File: src/rtl/mpu_fp_arbiter.sv
// Shares one non-pipelined FP operator among NUM_REQ requesters, one operation in flight.
// Build option MPU_ARB_FIXED_PRIORITY_EN: lowest-index requester wins instead of round-robin.
module mpu_fp_arbiter #(
  parameter int unsigned NUM_REQ = 4
) (
  input  logic                   clk,
  input  logic                   rst,
  input  logic [NUM_REQ*32-1:0]  req_a,
  input  logic [NUM_REQ*32-1:0]  req_b,
  input  logic [NUM_REQ-1:0]     req_stb,
  output logic [NUM_REQ-1:0]     req_ack,
  output logic [31:0]            rsp_z,
  output logic [NUM_REQ-1:0]     rsp_stb,
  input  logic [NUM_REQ-1:0]     rsp_ack,
  output logic [31:0]            fpu_a,
  output logic [31:0]            fpu_b,
  output logic                   fpu_input_stb,
  input  logic                   fpu_input_ack,
  input  logic [31:0]            fpu_z,
  input  logic                   fpu_output_stb,
  output logic                   fpu_output_ack
);
  localparam int unsigned GW = $clog2(NUM_REQ);

  localparam logic [1:0] IDLE   = 2'd0;
  localparam logic [1:0] ISSUE  = 2'd1;
  localparam logic [1:0] WAIT   = 2'd2;
  localparam logic [1:0] RETURN = 2'd3;

  logic [1:0]         state_q, state_d;
  logic [GW-1:0]      grant_q, grant_d;
  logic [31:0]        a_q, a_d, b_q, b_d, z_q, z_d;
  logic [NUM_REQ-1:0] req_ack_q, req_ack_d;
  logic [NUM_REQ-1:0] rsp_stb_q, rsp_stb_d;
  logic               in_stb_q, in_stb_d;
  logic               out_ack_q, out_ack_d;

  logic [GW-1:0]      start;
  logic [GW-1:0]      winner, idx;
  logic               found;
  logic [31:0]        a_sel, b_sel;
  logic [NUM_REQ-1:0] win_oh, grant_oh;
  logic               rsp_done;

  assign rsp_done = |(rsp_ack & grant_oh);

`ifdef MPU_ARB_FIXED_PRIORITY_EN
  // Searching from the top index makes the wrap-around search a plain lowest-index pick.
  assign start = GW'(NUM_REQ - 1);
`else
  logic [GW-1:0] last_q, last_d;

  always_comb begin
    last_d = last_q;
    if (state_q == RETURN && rsp_done) last_d = grant_q;
  end

  always_ff @(posedge clk) begin
    if (rst) last_q <= GW'(NUM_REQ - 1);
    else     last_q <= last_d;
  end

  assign start = last_q;
`endif

  always_comb begin
    found  = 1'b0;
    winner = '0;
    idx    = '0;
    for (int unsigned k = 1; k <= NUM_REQ; k++) begin
      idx = GW'((32'(start) + k) % NUM_REQ);
      if (!found && req_stb[idx]) begin
        found  = 1'b1;
        winner = idx;
      end
    end
  end

  always_comb begin
    a_sel    = '0;
    b_sel    = '0;
    win_oh   = '0;
    grant_oh = '0;
    for (int unsigned i = 0; i < NUM_REQ; i++) begin
      if (winner == GW'(i)) begin
        a_sel     = req_a[32*i +: 32];
        b_sel     = req_b[32*i +: 32];
        win_oh[i] = 1'b1;
      end
      grant_oh[i] = (grant_q == GW'(i));
    end
  end

  always_comb begin
    state_d   = state_q;
    grant_d   = grant_q;
    a_d       = a_q;
    b_d       = b_q;
    z_d       = z_q;
    req_ack_d = '0;
    rsp_stb_d = rsp_stb_q;
    in_stb_d  = in_stb_q;
    out_ack_d = out_ack_q;
    case (state_q)
      IDLE: if (found) begin
        state_d   = ISSUE;
        grant_d   = winner;
        a_d       = a_sel;
        b_d       = b_sel;
        req_ack_d = win_oh;
        in_stb_d  = 1'b1;
      end
      ISSUE: if (fpu_input_ack) begin
        state_d   = WAIT;
        in_stb_d  = 1'b0;
        out_ack_d = 1'b1;
      end
      WAIT: if (fpu_output_stb) begin
        state_d   = RETURN;
        out_ack_d = 1'b0;
        z_d       = fpu_z;
        rsp_stb_d = grant_oh;
      end
      RETURN: if (rsp_done) begin
        state_d   = IDLE;
        rsp_stb_d = '0;
      end
      default: state_d = IDLE;
    endcase
  end

  always_ff @(posedge clk) begin
    if (rst) begin
      state_q   <= IDLE;
      grant_q   <= '0;
      a_q       <= '0;
      b_q       <= '0;
      z_q       <= '0;
      req_ack_q <= '0;
      rsp_stb_q <= '0;
      in_stb_q  <= 1'b0;
      out_ack_q <= 1'b0;
    end else begin
      state_q   <= state_d;
      grant_q   <= grant_d;
      a_q       <= a_d;
      b_q       <= b_d;
      z_q       <= z_d;
      req_ack_q <= req_ack_d;
      rsp_stb_q <= rsp_stb_d;
      in_stb_q  <= in_stb_d;
      out_ack_q <= out_ack_d;
    end
  end

  assign req_ack        = req_ack_q;
  assign rsp_stb        = rsp_stb_q;
  assign rsp_z          = z_q;
  assign fpu_a          = a_q;
  assign fpu_b          = b_q;
  assign fpu_input_stb  = in_stb_q;
  assign fpu_output_ack = out_ack_q;

endmodule
File: config.mk
export PLATFORM = sky130hd
export DESIGN_NAME = mpu_fp_arbiter
export DESIGN_NICKNAME = d
export VERILOG_FILES = /design/src/rtl/mpu_fp_arbiter.sv
export SDC_FILE = /design/constraint.sdc
export NUM_CORES = 1
export LEC_CHECK = 0
export BUFFER_PORTS_ARGS = -buffer_cell sky130_fd_sc_hd__buf_2
export CORE_AREA = 10 10 152 154
export DETAILED_ROUTE_END_ITERATION = 10
export DIE_AREA = 0 0 162 164
export PLACE_DENSITY = 0.68
export SYNTH_ARGS = -nofsm -noshare
export SYNTH_HDL_FRONTEND = slang
export SYNTH_SLANG_ARGS = --single-unit
File: constraint.sdc
create_clock -name clk -period 2.65 [get_ports clk]
set_input_delay 0.3975 -clock clk [delete_from_list [all_inputs] [get_ports clk]]
set_output_delay 0.3975 -clock clk [all_outputs]
set_load 0.005 [all_outputs]
Word level (Yosys, flattened, before mapping)
Cells that the tools add are included.

Register bits after elaboration: 112. Input port bits: 300. Output and inout port bits: 106.

$add $sub $neg: 4. Order comparisons: 4. Equal/unequal tests: 13. Muxes and demuxes: 42. Bitwise operators: 3. Reductions and logical operators: 21.

Operator list (number): 32-bit two-way mux (8); 1-bit two-way mux (16); 2-bit two-way mux (8); 2-bit equality test (second input constant) (6); 2-bit by 3-bit < comparator with 1-bit output (second input constant) (4); 3-bit AND reduction (3); 1-bit binary-select mux with 2-bit select (4); 4-bit two-way mux (2); 2-bit inequality test (second input constant) (4); 2-bit case mux with 4 select lines (1); 4-bit case mux with 2 select lines (1); 2-bit by 1-bit equality test with 1-bit output (second input constant) (3); 2-bit logical NOT (3); 2-bit nonzero test (3); 2-bit by 1-bit adder with 2-bit output (second input constant) (2); 2-bit adder (second input constant) (2); 4-bit bitwise AND (1); 1-bit logical AND (4); 1-bit case mux with 2 select lines (2); 2-bit AND reduction (2); 4-bit AND reduction (1); 4-bit OR reduction (1); 1-bit logical NOT (3); 3-bit OR reduction (1); 1-bit inverter (2).

Longest topological paths before layout
Gate-level depths: netlist of the first run.

Word-level depth: 18. Depth in mapped cells: 9. Depth with buffers taken out: 7.

Worst setup path before layout of the first run
OpenSTA, ideal clock, no wires.

Path kind: input to register. Start point: input req_stb[0]. End point: register b_q[11] (netlist: fpu_b[11]). Library setup time: 130 ps. Data arrival time: 1871 ps. Data required time: 2520 ps. Slack: 649 ps. Stages on the path: 6. Path buffers: 1. Cells stage by stage: o21a_1 > a211oi_4 > clkbuf_1 > and2b_1 > a211oi_1 > o31ai_1.

Longest elaborated chain between the ends: 17. Elaborated cells on any way between the ends: 31. Those cells by class: eq/ne: 3; mux: 20; reduce/logical: 8.

RTL lines: from (decl) (RTL line 10) `input logic [NUM_REQ-1:0] req_stb,`; 1-bit binary-select mux with 2-bit select (RTL line 72) `if (!found && req_stb[idx]) begin`; 1-bit two-way mux (not written as such) (RTL line 72); 1-bit two-way mux (RTL line 72); 1-bit logical NOT (RTL line 72); 1-bit logical AND (RTL line 72); 1-bit two-way mux (RTL line 72); 1-bit logical NOT (RTL line 72); 1-bit logical AND (RTL line 72); 1-bit two-way mux (RTL line 72); 1-bit logical NOT (RTL line 72); 1-bit logical AND (RTL line 72); 2-bit two-way mux (RTL line 72); 2-bit logical NOT (RTL line 85) `if (winner == GW'(i)) begin`; 32-bit two-way mux (4 in series) (RTL line 85); to (signal assigned) (RTL line 137) `b_q <= '0;`; to (signal assigned) (RTL line 147) `b_q <= b_d;`; to (decl) (RTL line 32) `logic [31:0] a_q, a_d, b_q, b_d, z_q, z_d;`.

Several ways; a longest one is shown, not always the timed one. The select of a mux whose other input is x is not followed. A chain may end at the register's enable or synchronous reset.

Worst setup path after layout of the first run
Start point: register state_q[0]. End point: register a_q[2] (netlist: fpu_a[2]).

Longest elaborated chain between the ends: 2.

RTL lines: from (decl) (RTL line 30) `logic [1:0] state_q, state_d;`; from (signal assigned) (RTL line 144) `state_q <= state_d;`; 2-bit logical NOT (RTL line 104) `case (state_q)`; 2-bit AND reduction (no source line); to (signal assigned) (RTL line 136) `a_q <= '0;`; to (signal assigned) (RTL line 146) `a_q <= a_d;`; to (decl) (RTL line 32).

Every way passes these cells.

==> results.json, run 1 <==
{
  "r2r_slack_ps": 480,
  "cts_sinks": 112,
  "grt_pass1_wl_um": 38900,
  "synth_top_area_share_pct": 35.7,
  "die_x_um": 162,
  "setup-violations-final": 0,
  "hp-class": "in2reg",
  "vias": 6834,
  "postCtsSetupBuffers": 0,
  "clock_skew_ps": 11.3,
  "ant_nets": 0,
  "clockBufferDepth": 2,
  "critPathCaptureType": "flip-flop",
  "gp_congestion": 0.925,
  "antenna_found_initial": 2,
  "drc_errors": 0,
  "finalWirelength_um": 25600,
  "final_common_cell": "buf_2",
  "num_rows": 52,
  "cp-start-kind": "flip-flop",
  "critical_path.cell_chain": "inv_1, ha_1, and2_1, buf_4, nor2_1, a2111oi_0",
  "grt.total_usage_pct": 18.0,
  "min_period_over_period_pct": 81.9,
  "p_leak_uw": 0.00393,
  "tritoncts": "yes",
  "crit_required_ps": 2880,
  "htreeDepth": 3,
  "die_area_sq_um": 26600,
  "numPlacedInstances": 1343,
  "hold_end": "rsp_z[21]$_SDFFE_PP0P_",
  "ys_types": 43,
  "ys_seq_elements": 112,
  "post_cts_resized": 0,
  "timing.critical_path.arrival_ps": 2400,
  "maxSlewViolCount": 0,
  "ir_worst_vdd_uv": 398,
  "grt_max_degree": 74,
  "ioPinCount": 406,
  "die_h_um": 164,
  "syn_inst": 719,
  "avgRoutedWirePerCell_um": 18.8,
  "drt_iter0_markers": 349,
  "setup_tns_ps": 0,
  "async_flop_share_pct": 0,
  "synthTopCellsByArea": "dfxtp_1 (36%), a211oi_1 (12%), nor2b_1 (6.5%)",
  "outcome": "finished, final reports clean",
  "cts_root_buffer": "clkbuf_16",
  "layoutNonFillerInstCount": 1360,
  "slowest_stage": "and2_1",
  "clk_latency_ps": 360,
  "power_density_nw_per_um2": 756,
  "syn_area_sq_um": 6270,
  "dpl.hpwl_um": 20000,
  "cts_hold_buf": 0,
  "firstDrtPassIters": 4,
  "drive_above_1_share_pct": 43.1,
  "worstMarginPinSlew_ps": 552,
  "syn_to_final_growth_pct": 40.9,
  "synth.largest_area_cell": "dfxtp_1",
  "core_area_sq_um": 20000,
  "syn-num-nets": 1024,
  "initial_core_util_pct": 31.3,
  "critPathMaxFanout": 23,
  "path_clk_slew_ps": 90,
  "io_buffer_count": 405,
  "grt.overflow.total": 0,
  "vias_per_cell": 5.03,
  "r2r_end": "fpu_a[2]$_SDFFE_PP0N_",
  "relSlewSlack_pct": 63.2,
  "syn_avg_cell_area_sq_um": 8.73,
  "rr_worst_depth": 6,
  "fmax_mhz": 461,
  "critical_path_class": "reg2reg",
  "layout_common_cells": "buf_2 (404), dfxtp_1 (112), a211oi_1 (103)",
  "finalHoldViolCount": 0,
  "yosys_warnings": 0,
  "maxCapViolCount": 0,
  "rsz0062_at_grt": "no",
  "synth_flop_cell": "dfxtp_1",
  "max_stage_delay_ps": 500,
  "fin_nets": 1389,
  "yosysSeqAreaShare_pct": 35.7,
  "synth_edf_count": 0,
  "nFillCells": 2045,
  "cts_buffers": 9,
  "grt_pass1_vias": 7069,
  "holdPathStages": 3,
  "min_period_ps": 2170,
  "hp-start": "fpu_z[21]",
  "r2r-start": "state_q[0]$_SDFFE_PP0P_"
}
-- worst max path at each step --
stage	start	end	slack (ps)	cells after the start
2_1_floorplan	req_stb[0]	fpu_b[11]$_SDFFE_PP0N_	650	6
3_3_place_gp	req_stb[2]	fpu_a[3]$_SDFFE_PP0N_	320	6
3_5_place_dp	req_stb[2]	fpu_a[2]$_SDFFE_PP0N_	220	6
4_1_cts	state_q[0]$_SDFFE_PP0P_	fpu_a[2]$_SDFFE_PP0N_	410	6
5_1_grt	state_q[0]$_SDFFE_PP0P_	fpu_a[4]$_SDFFE_PP0N_	240	6
6_report	state_q[0]$_SDFFE_PP0P_	fpu_a[2]$_SDFFE_PP0N_	480	6
-- Yosys cell counts, drive strengths merged (2+ instances only) --
cell     instances
nand2b           5
nor2b           65
dfxtp          112
a21oi           41
o21ai            2
inv              8
o31ai           37
or4b             2
buf             31
nand3b          37
a211o            3
or4              2
and2b            9
a211oi         104
nor3             7
ha               5
a2111oi         27
and3             2
o31a            27
nor2            35
and2             2
clkbuf          45
mux2i           28
nand2           74
-- area by class of cell --
cell class                      count  area [sq um]  area share (%)
Multi-Input combinational cell    523          3630            41.1
Clock buffer                        9           225            2.55
Sequential cell                   112          2240            25.4
Antenna cell                        1          2.50          0.0283
Tap cell                          270           338            3.82
Inverter                            8          30.0           0.340
Timing Repair Buffer              430          2280            25.8
Clock inverter                      7          91.3            1.03
-- flip-flops by register name (all words and copies together) (netlist names) --
register        flops
fpu_a              32
fpu_b              32
fpu_input_stb       1
fpu_output_ack      1
grant_q             2
last_q              2
req_ack             4
rsp_stb             4
rsp_z              32
state_q             2
-- layer usage --
| layer | vias up | wire length, um | GRT usage, % |
|---|---|---|---|
| li1 | 3393 | - | - |
| met1 | 3097 | 9810 | 20.0 |
| met2 | 311 | 12400 | 30.8 |
| met3 | 31 | 2740 | 7.31 |
| met4 | 2 | 563 | 5.71 |
| met5 | - | 7 | 0 |
-- metrics by stage --
step	total power, uW	setup WS, ps	utilization (%)	area (sq um)	hold WS, ps
4_1_cts	6830	407	44.1	8840	247
6_report	6690	480	44.1	8840	263
3_3_place_gp	5310	324	42.5	8520	438
5_1_grt	7190	241	44.1	8840	250
2_1_floorplan	4120	649	-	6270	448
3_5_place_dp	5350	224	42.5	8520	443
-- power breakdown --
part | leakage (uW) | switching (uW) | internal (uW)
clock network | 0.000152 | 751 | 688
logic | 0.00286 | 1640 | 1210
registers | 0.000921 | 253 | 2150
total | 0.00393 | 2640 | 4050
-- worst max-delay path, delay by kind of cell (launching register included) --
kind,cells,cell delay (ps)
compound gates,1,390
fa+ha+maj,1,220
buf+inv,2,520
flops,1,350
simple gates,2,560
-- cell families (layout without fill, tap and decap cells) --
family          count (synthesis)  count (layout)  share of synthesized area [%]
compound gates                246             246                           30.4
simple gates                  243             243                           21.4
flops                         112             112                           35.7
buf+inv                        84             454                           6.70
mux                            29              29                           4.83
fa+ha+maj                       5               5                          0.997
other cells                     0               1                              0
(Power assumes the default switching activity.)
==> run 2: changes to the inputs <==
CORE_AREA = 10 10 150 152   (was 10 10 152 154)
DIE_AREA = 0 0 160 162   (was 0 0 162 164)
PLACE_DENSITY = 0.72   (was 0.68)
clock period = 1.9 ns   (was 2.65 ns; I/O delays follow)
==> results.json, run 2 (synthesis results as in run 1) <==
{
  "netSwitchingFraction_pct": 39.6,
  "grt.total_usage_pct": 19.3,
  "cts_sinks": 112,
  "clock_skew_ps": 11.5,
  "maxSlewViolCount": 0,
  "pwr-share-seq_pct": 32.0,
  "setup-violations-final": 0,
  "syn_to_final_growth_pct": 56.7,
  "htreeDepth": 3,
  "crit_required_ps": 2140,
  "clk_latency_ps": 360,
  "path_clk_slew_ps": 90,
  "p_int_uw": 6300,
  "antenna_cells": 0,
  "vias": 7176,
  "drt_iter0_markers": 380,
  "die_area_sq_um": 25900,
  "maxCapViolCount": 0,
  "core_area_sq_um": 19400,
  "tritoncts": "yes",
  "critical_path_class": "reg2reg",
  "seqCellArea_sq_um": 2250,
  "gp_congestion": 0.859,
  "grtUsageMet2_pct": 33.8,
  "critPathMaxFanout": 6,
  "min_period_over_period_pct": 96.3,
  "ant_nets": 0,
  "die_h_um": 162,
  "rsz0062_at_grt": "yes",
  "io_buffer_count": 405,
  "finalWirelength_um": 27900,
  "cts_buffers": 9,
  "initial_core_util_pct": 32.3,
  "layoutNonFillerInstCount": 1406,
  "cts_root_buffer": "clkbuf_16",
  "finalHoldViolCount": 0,
  "dpl.hpwl_um": 21000,
  "multiInputGateArea_sq_um": 3970,
  "ioPinCount": 406,
  "worstMarginPinSlew_ps": 350,
  "clockBufferDepth": 2,
  "fin_nets": 1441,
  "nFillCells": 1865,
  "firstDrtPassIters": 4,
  "hp-class": "in2reg",
  "met3_usage_pct": 6.34,
  "cp-start-kind": "flip-flop",
  "critPathCaptureType": "flip-flop",
  "fmax_mhz": 547,
  "r2r_slack_ps": 70,
  "power_density_nw_per_um2": 1060,
  "holdWs_ps": 150,
  "busiest_layer": "met2",
  "p_leak_uw": 0.00436,
  "grt_pass1_vias": 7315,
  "min_period_ps": 1830,
  "met1_usage_pct": 22.3,
  "vias_per_cell": 5.10,
  "grt.overflow.total": 0,
  "final_common_cell": "buf_2",
  "die_x_um": 160,
  "timing.critical_path.arrival_ps": 2070,
  "numPlacedInstances": 1377,
  "drive_above_1_share_pct": 50.3,
  "avgRoutedWirePerCell_um": 19.9,
  "drc_errors": 0,
  "clkPwrFrac_pct": 19.3,
  "p_comb_share_pct": 48.7,
  "p_switching_uw": 4140,
  "grt_pass1_wl_um": 40800,
  "num_rows": 51,
  "layout_common_cells": "buf_2 (404), dfxtp_1 (109), nand2_1 (72)",
  "outcome": "finished, final reports clean",
  "cts_hold_buf": 0,
  "ir_worst_vdd_uv": 638,
  "relSlewSlack_pct": 76.5,
  "grt_max_degree": 42,
  "antenna_found_initial": 6
}
## run 2: final timing paths
path	to	start	depth (start not counted)
min	rsp_z[31]$_SDFFE_PP0P_	fpu_z[31]	3
max reg2reg	fpu_b[29]$_SDFFE_PP0N_	last_q[1]$_SDFFE_PP1P_	7
max	fpu_b[29]$_SDFFE_PP0N_	last_q[1]$_SDFFE_PP1P_	7
min reg2reg	rsp_z[3]$_SDFFE_PP0P_	rsp_z[3]$_SDFFE_PP0P_	2
## run 2: worst max-delay path: stages, from the launching register on
cell       delay (ps)
dfxtp_2           360
o21a_1            140
a211oi_4          280
buf_12            180
clkbuf_16         180
and2b_1           180
a211oi_1          280
o31ai_1           110
## run 2: timing repair
| item | in CTS | in global routing |
|---|---|---|
| cloned | 2 | 5 |
| setup buffers | 2 | 4 |
| pin swaps | 2 | 13 |
| resized for setup | 6 | 68 |
| setup endpoints to repair | 42 | 60 |
| endpoints found under the hold margin | 0 | 0 |
## run 2: metrics by stage
stage	power (uW)	util, %	instance area [sq um]	TNS, ps	worst slack, ps
3_3_place_gp	7710	45.9	8900	-3760	-147
5_1_grt	11100	50.7	9830	-103	-26.6
3_5_place_dp	7790	45.9	8900	-5290	-168
6_report	10400	50.7	9830	0	71.1
2_1_floorplan	5750	-	6270	0	11.4
4_1_cts	9940	48.2	9350	0	14.0
## run 2: layout make-up
cell class,instances,share of cell area (%)
Clock buffer,9,2.29
Clock inverter,7,0.929
Inverter,8,0.305
Multi-Input combinational cell,524,40.3
Sequential cell,112,22.8
Tap cell,265,3.37
Timing Repair Buffer,481,29.9
## run 2: routing by layer
layer  wire length (um)  up-vias
met5                 66        -
met4                424       10
met3               2260       42
met2              13800      340
met1              11400     3286
li1                   -     3498
## run 2: power by group through the flow
stage	clock (uW)	combinational (uW)	sequential, uW
after floorplan	0	2330	3420
after global placement	0	4360	3350
after detailed placement	0	4430	3370
after CTS	2080	4540	3330
after global routing	2160	5540	3410
final	2020	5090	3340
==> run 3: changes to the inputs <==
--- a/config.mk
+++ b/config.mk
@@ -6,4 +6,5 @@
 export NUM_CORES = 1
 export LEC_CHECK = 0
+export ABC_CLOCK_PERIOD_IN_PS = 1900
 export BUFFER_PORTS_ARGS = -buffer_cell sky130_fd_sc_hd__buf_2
 export CORE_AREA = 10 10 150 152
==> constraint.sdc (replaced) <==
create_clock -name clk -period 1.9 [get_ports clk]
set_input_delay 0.19 -clock clk [delete_from_list [all_inputs] [get_ports clk]]
set_output_delay 0.19 -clock clk [all_outputs]
set_load 0.005 [all_outputs]
==> results.json, run 3 (synthesis results as in run 1) <==
{
  "r2r-start": "last_q[0]$_SDFFE_PP1P_",
  "maxCapViolCount": 0,
  "finalHoldViolCount": 0,
  "outcome": "finished, final reports clean",
  "gp_congestion": 0.864,
  "cpLargestDelayFamily": "simple AND/OR/NAND/NOR gates",
  "p_leak_uw": 0.00422,
  "cts_hold_buf": 0,
  "path_buf_inv": 2,
  "rsz0062_at_grt": "yes",
  "grt_max_degree": 42,
  "min_period_over_period_pct": 99.0,
  "hp-start": "fpu_z[19]",
  "htreeDepth": 3,
  "initial_core_util_pct": 32.3,
  "die_h_um": 162,
  "timing.critical_path.arrival_ps": 2120,
  "critical_path.cell_chain": "nand2b_4, a21oi_2, or3_4, buf_12, clkbuf_16, mux2i_1, a2111oi_1",
  "setup-violations-final": 0,
  "worstMarginPinSlew_ps": 360,
  "critical_path_class": "reg2reg",
  "r2r_slack_ps": 20,
  "fin_nets": 1419,
  "finalWirelength_um": 27200,
  "antenna_found_initial": 7,
  "hold_end": "rsp_z[19]$_SDFFE_PP0P_",
  "syn_to_final_growth_pct": 51.2,
  "firstDrtPassIters": 4,
  "power_uw": 9940,
  "clock_skew_ps": 11.1,
  "grt_pass1_wl_um": 39900,
  "critPathMaxFanout": 10,
  "min_period_ps": 1880,
  "layoutNonFillerInstCount": 1385,
  "maxSlewViolCount": 0,
  "cts_sinks": 112,
  "grt.overflow.total": 0,
  "clockBufferDepth": 2,
  "core_area_sq_um": 19400,
  "avgRoutedWirePerCell_um": 19.6,
  "vias_per_cell": 5.11,
  "fmax_mhz": 531,
  "layout_common_cells": "buf_2 (404), dfxtp_1 (109), a211oi_1 (79)",
  "cts_root_buffer": "clkbuf_16",
  "relSlewSlack_pct": 76.0,
  "die_x_um": 160,
  "tritoncts": "yes",
  "drt_iter0_markers": 384,
  "dpl.hpwl_um": 20600,
  "num_rows": 51,
  "drive_above_1_share_pct": 48.0,
  "max_stage_delay_ps": 380,
  "crit_required_ps": 2140,
  "drc_errors": 0,
  "cts_buffers": 9,
  "numPlacedInstances": 1359,
  "clk_latency_ps": 360,
  "slowest_stage": "or3_4",
  "holdPathStages": 3,
  "rr_worst_depth": 7,
  "die_area_sq_um": 25900,
  "r2r_end": "fpu_a[13]$_SDFFE_PP0N_",
  "io_buffer_count": 405,
  "vias": 7075,
  "power_density_nw_per_um2": 1050,
  "ant_nets": 0,
  "hp-class": "in2reg",
  "critPathCaptureType": "flip-flop",
  "ioPinCount": 406,
  "path_clk_slew_ps": 90,
  "final_common_cell": "buf_2",
  "ir_worst_vdd_uv": 460,
  "grt.total_usage_pct": 18.9,
  "cp-start-kind": "flip-flop",
  "grt_pass1_vias": 7181
}
run 3: power breakdown:
group          switching (uW)  internal, uW  total [uW]
registers                 339          3000        3340
logic                    2500          2090        4580
clock network            1060           964        2020
run 3: layout make-up:
cell class,instances,area (sq um)
clock buffer,9,225
multi-input combinational,523,3830
fill,1901,9910
antenna,1,2.50
sequential,112,2250
inverter,8,30.0
clock inverter,7,93.8
tap,265,332
timing repair buffer,460,2730
run 3: per-stage QoR:
stage               TNS [ps]  area, sq um  util [%]  setup slack [ps]  hold WS (ps)
floorplan                  0         6270         -              14.4           326
global placement        -407         8770      45.2             -74.2           430
CTS                        0         9190      47.4              10.3          38.6
finish                     0         9490      48.9              18.2          53.4
global route            -328         9490      48.9             -76.2          38.8
detailed placement     -1730         8770      45.2              -166           436
run 3: timing repair:
action,in CTS,in global routing
buffers inserted,3,1
cloned,1,4
pin swaps,2,19
endpoints found under the setup margin,31,48
gates resized for setup,12,41
run 3: worst max path at each step:
| stage | startpoint | to | cells after the start |
|---|---|---|---|
| floorplan | last_q[0]$_SDFFE_PP1P_ | fpu_b[27]$_SDFFE_PP0N_ | 9 |
| global placement | req_stb[0] | fpu_b[0]$_SDFFE_PP0N_ | 9 |
| detailed placement | last_q[0]$_SDFFE_PP1P_ | fpu_a[2]$_SDFFE_PP0N_ | 7 |
| CTS | last_q[0]$_SDFFE_PP1P_ | fpu_b[13]$_SDFFE_PP0N_ | 8 |
| global route | last_q[1]$_SDFFE_PP1P_ | fpu_a[31]$_SDFFE_PP0N_ | 7 |
| finish | last_q[0]$_SDFFE_PP1P_ | fpu_a[13]$_SDFFE_PP0N_ | 7 |
run 3: worst reg2reg max path: cells and delay by family, from the launching register on:
family,cells,cell delay [ps]
compound gates,2,420
flops,1,370
mux,1,130
simple gates,2,510
buf+inv,2,340
run 3: routing by layer:
metal,global-route usage [%],routed length (um),up-vias
met1,21.6,11000,3276
li1,-,-,3446
met5,0,56,-
met3,6.37,2330,40
met4,5.59,637,10
met2,32.7,13100,303
